## config.mk

```make
export PLATFORM = sky130hd
export DESIGN_NAME = serial_adder_nb
export DESIGN_NICKNAME = d
export VERILOG_FILES = /design/src/rtl/serial_adder_nb.sv
export SDC_FILE = /design/constraint.sdc
export NUM_CORES = 1
export LEC_CHECK = 0
export CAP_MARGIN = 5
export CORE_MARGIN = 2
export CORE_UTILIZATION = 51
export DETAILED_ROUTE_END_ITERATION = 6
export PLACE_DENSITY = 0.8
export SYNTH_ARGS = -nofsm -noshare
export SYNTH_HDL_FRONTEND = slang
export SYNTH_SLANG_ARGS = --single-unit
export TNS_END_PERCENT = 30
```

## constraint.sdc

```tcl
create_clock -name clk -period 2.43 [get_ports clk]
set_clock_uncertainty 0.2 [all_clocks]
set_input_delay 0.486 -clock clk [delete_from_list [all_inputs] [get_ports clk]]
set_output_delay 0.486 -clock clk [all_outputs]
set_load 0.01 [all_outputs]
```

## src/rtl/serial_adder_nb.sv

```systemverilog
// Digit-serial ripple adder: WIDTH-bit operands, DIGIT bits per clock, start/busy/done handshake.
// Optional subtract mode is enabled by defining SERIAL_ADDER_SUB_EN.
module serial_adder_nb #(
  parameter int unsigned WIDTH = 8,
  parameter int unsigned DIGIT = 2
) (
  input  logic             clk,
  input  logic             rst,
  input  logic             start,
  input  logic [WIDTH-1:0] a,
  input  logic [WIDTH-1:0] b,
  input  logic             cin,
  input  logic             sub,
  output logic             busy,
  output logic             done,
  output logic [WIDTH-1:0] sum,
  output logic             cout,
  output logic             ovf
);

  localparam int unsigned DIG_SAFE = (DIGIT < 1) ? 1 : DIGIT;
  localparam int unsigned N        = WIDTH / DIG_SAFE;
  localparam int unsigned CW       = (N > 1) ? $clog2(N) : 1;

  generate
    if ((DIGIT < 1) || ((WIDTH % DIG_SAFE) != 0)) begin : g_bad_params
      $error("serial_adder_nb: WIDTH must be a positive multiple of DIGIT");
    end
  endgenerate

  typedef enum logic [1:0] {
    S_IDLE = 2'd0,
    S_RUN  = 2'd1,
    S_DONE = 2'd2
  } state_t;

  state_t           state;
  logic [WIDTH-1:0] a_sr;
  logic [WIDTH-1:0] b_sr;
  logic [WIDTH-1:0] acc;
  logic             carry;
  logic [CW-1:0]    cnt;

  logic [DIGIT-1:0]       a_dig;
  logic [DIGIT-1:0]       b_dig;
  logic [DIGIT-1:0]       s_dig;
  logic [DIGIT:0]         c;
  logic [WIDTH+DIGIT-1:0] acc_cat;
  logic [WIDTH-1:0]       acc_next;

`ifdef SERIAL_ADDER_SUB_EN
  logic sub_q;
  assign b_dig = b_sr[DIGIT-1:0] ^ {DIGIT{sub_q}};
`else
  logic unused_sub;
  assign unused_sub = sub;
  assign b_dig = b_sr[DIGIT-1:0];
`endif

  assign a_dig = a_sr[DIGIT-1:0];
  assign c[0]  = carry;

  // DIGIT-long ripple of 1-bit full-adder cells
  for (genvar i = 0; i < DIGIT; i++) begin : g_fa
    assign s_dig[i] = a_dig[i] ^ b_dig[i] ^ c[i];
    assign c[i+1]   = (a_dig[i] & b_dig[i]) | (c[i] & (a_dig[i] ^ b_dig[i]));
  end

  // New digit enters at the MSB end so the final shift leaves the result aligned
  assign acc_cat  = {s_dig, acc};
  assign acc_next = WIDTH'(acc_cat >> DIGIT);

  always_ff @(posedge clk or posedge rst) begin
    if (rst) begin
      state <= S_IDLE;
      a_sr  <= '0;
      b_sr  <= '0;
      acc   <= '0;
      carry <= 1'b0;
      cnt   <= '0;
      busy  <= 1'b0;
      done  <= 1'b0;
      sum   <= '0;
      cout  <= 1'b0;
      ovf   <= 1'b0;
`ifdef SERIAL_ADDER_SUB_EN
      sub_q <= 1'b0;
`endif
    end else begin
      done <= 1'b0;
      case (state)
        S_IDLE, S_DONE: begin
          if (start) begin
            a_sr  <= a;
            b_sr  <= b;
            acc   <= '0;
            cnt   <= '0;
            busy  <= 1'b1;
            state <= S_RUN;
`ifdef SERIAL_ADDER_SUB_EN
            sub_q <= sub;
            carry <= sub ? 1'b1 : cin;
`else
            carry <= cin;
`endif
          end else begin
            state <= S_IDLE;
          end
        end
        S_RUN: begin
          a_sr  <= a_sr >> DIGIT;
          b_sr  <= b_sr >> DIGIT;
          acc   <= acc_next;
          carry <= c[DIGIT];
          cnt   <= cnt + CW'(1);
          if (cnt == CW'(N - 1)) begin
            sum   <= acc_next;
            cout  <= c[DIGIT];
            ovf   <= c[DIGIT] ^ c[DIGIT-1];
            busy  <= 1'b0;
            done  <= 1'b1;
            state <= S_DONE;
          end
        end
        default: state <= S_IDLE;
      endcase
    end
  end

endmodule

```

==> impl_metrics.ini <==
[global_route]
antenna_found_initial = 0
first_global_vias = 1221
grt_pass1_wl_um = 5313
grt-ovfl-total = 0
grt_max_degree = 40
grt.total_usage = 0.1761

[timing]
relSlewSlack = 0.5694
setup-tns-final_ns = 0
period_minus_slack_ns = 1.939
tightest_slew_ns = 0.6460
maxSlewViolCount = 0
fin_crit_sh = 0.7978
hold_viol_final = 0
setup_viol = 0
clock.fmax_ghz = 0.5158
rsz0062_at_grt = false

[floorplanning]
pin_count = 33
rows = 21
die_area_mm2 = 0.003914
die_w_um = 62.57
initial_core_util = 0.5283
fp.coreArea_mm2 = 0.003311
die_h_um = 62.57

[logic_synthesis]
synth_area_per_cell_um2 = 12.58
synth_nets = 163
yosysUniqueCellTypes = 27
async_flop_share = 1.000
synth_ff_type = dfrtp_1
synthCells = 139
synth_enable_flop_cells = 0
syn_area_mm2 = 0.001749
synth_seq_cells = 39
synth-seq-area-share = 0.5579
yosys_warnings = 0

[routing]
vias = 1198
detail-route-antenna-nets = 0
wl_per_cell_um = 14.57
firstDrtPassIters = 4
drt-initial-drc-count = 74
wl_um = 3161
route.detailed.drc = 0
viasPerCell = 5.521

[cells_and_area]
drive_gt1_frac = 0.1637
nFillCells = 280
regArea_um2 = 975.9
nNetsFinal = 194
diodes = 0
instances_no_fill = 217
multi_input_area_um2 = 683.2
syn_to_final_growth_pct = 22.32

[critical_path]
cp_cell_sequence = and2b_1 -> nor2_2 -> a22o_1
timing.rr.end = b_sr[6]$_DFFE_PP0P_
crit_path_end = b_sr[6]$_DFFE_PP0P_
cp.depth = 3
r2r-start = state[0]$_DFFE_PP0P_
ff2ff_path_depth = 3
end_kind = flop
ff2ff_setup_slack_ns = 0.49
slowest_stage = dfrtp_1
worstPathMaxFanout = 21
critPathTopFamily = flip-flops
startpoint_type = flop
cp.arrival_ns = 2.02
crit_buf_inv = 0
cpPeakStageDelay_ns = 0.77
setup.worst_path.start = state[0]$_DFFE_PP0P_
required_ns = 2.51
worstSetupPathType = flop to flop

[power]
p_per_area_mw_per_mm2 = 1319
comb_power_share = 0.411
internal_power_mw = 1.846
p_seq_frac = 0.430
power.leakage_nw = 0.9512
power_switching_mw = 0.9753
vdd_drop_max_mv = 0.5767
swShare = 0.3457
clock_power_share = 0.159

[clock_tree]
htree_levels = 2
ctsRootBufferMaster = clkbuf_4
postCtsSetupBuffers = 0
cts_max_path_buffers = 2
clock_sinks = 39
cts-buffers-inserted = 5
insertion_delay_ns = 0.34
cts-resized-gates = 0
clk_pin_slew_ns = 0.11
postCtsHoldBufs = 0
cts_tree = yes

[outcome]
outcome = completed

[placed_design]
port_buffers = 31
routabilityCongestion = 0.7662
dp_cells = 209
dp_hpwl_um = 2147

[hold_path]
min-delay-path-class = flop to flop
hold_depth = 2

[job]
cap_viol_max_count = 0
[flip-flops by register name, indices dropped and copies added (netlist names)]
signal / count
acc: 6
sum: 8
carry: 1
a_sr: 8
cnt: 2
b_sr: 8
state: 2
done: 1
cout: 1
busy: 1
ovf: 1
[cells in the mapped netlist (2+ instances only)]
library cell,count,share of area
a22o_1,10,0.050
a21oi_1,4,0.011
buf_6,5,0.032
inv_1,3,0.0064
nor3_1,9,0.026
nor2_1,10,0.021
a211oi_1,4,0.017
dfrtp_1,39,0.56
o22ai_1,9,0.032
mux2i_1,5,0.029
nand3_1,2,0.0057
nor2b_1,4,0.014
mux2_2,13,0.084
o21ai_0,4,0.011
fa_1,2,0.023
buf_2,3,0.0086
nand2_1,3,0.0064
[cell type report]
| type | instances | area share |
|---|---|---|
| flip-flops and latches | 39 | 0.4561 |
| multi-input cells | 88 | 0.3193 |
| repair buffers | 33 | 0.1520 |
| well taps | 46 | 0.02690 |
| clock buffers | 6 | 0.02398 |
| clock inverters | 2 | 0.01637 |
| inverters | 3 | 0.005263 |
[power by group through the flow]
stage / combinational (mW) / sequential (mW) / clock (mW)
2_1_floorplan: 0.909 / 1.16 / 0
3_3_place_gp: 1.13 / 1.20 / 0
3_5_place_dp: 1.16 / 1.23 / 0
4_1_cts: 1.18 / 1.21 / 0.459
5_1_grt: 1.28 / 1.26 / 0.491
6_report: 1.16 / 1.21 / 0.449
[worst min-delay path by stage]
stage / start / to
final: ovf$_DFFE_PP0P_ / ovf$_DFFE_PP0P_
after global routing: cout$_DFFE_PP0P_ / cout$_DFFE_PP0P_
after CTS: ovf$_DFFE_PP0P_ / ovf$_DFFE_PP0P_
after detailed placement: ovf$_DFFE_PP0P_ / ovf$_DFFE_PP0P_
after global placement: busy$_DFFE_PP0P_ / busy$_DFFE_PP0P_
after floorplan: a_sr[7]$_DFFE_PP0P_ / a_sr[7]$_DFFE_PP0P_
[worst min-delay path: cells and delay by family (launching register included)]
kind / cells / cell delay [ns]
AO/OA/AOI/OAI: 1 / 0.06
flip-flops: 1 / 0.36
AND/OR/NAND/NOR: 1 / 0.05
[kinds of logic (layout without fill, tap and decap cells)]
family	after synthesis	in the layout	synth area share
flip-flops	39	39	0.5579
XOR/XNOR	1	1	0.005008
adder cells (fa/ha/maj)	3	3	0.03004
multiplexers	19	19	0.1209
AO/OA/AOI/OAI	31	31	0.1223
AND/OR/NAND/NOR	34	34	0.1123
buffers and inverters	12	44	0.05150
[cell usage in the layout (no fill, tap or decap), drive strengths merged, types with 5 or more instances in the layout]
cell	synthesis	layout
a22o	10	10
clkbuf	0	6
clkdlybuf4s50	0	31
dfrtp	39	39
mux2	14	14
mux2i	5	5
nor2	11	11
nor2b	5	5
nor3	9	9
o22ai	9	9
[per-layer routing]
metal | track usage | wire length (um) | up-vias
met2 | 0.3051 | 1645 | 35
met1 | 0.2054 | 1319 | 600
met3 | 0.03784 | 148 | 6
met5 | 0 | 0 | -
li1 | - | - | 557
met4 | 0.09167 | 48 | 0
[per-stage QoR]
step	setup slack, ns	power, mW	instance area [um2]	hold slack (ns)	util
global route	0.3810	3.034	2140	0.3342	0.6463
global placement	0.4305	2.331	2053	0.2589	0.6202
CTS	0.4862	2.848	2140	0.3024	0.6463
finish	0.4913	2.821	2140	0.2916	0.6463
floorplan	0.5554	2.067	1749	0.2652	-
detailed placement	0.3811	2.391	2053	0.2776	0.6202
(Power assumes the default switching activity.)
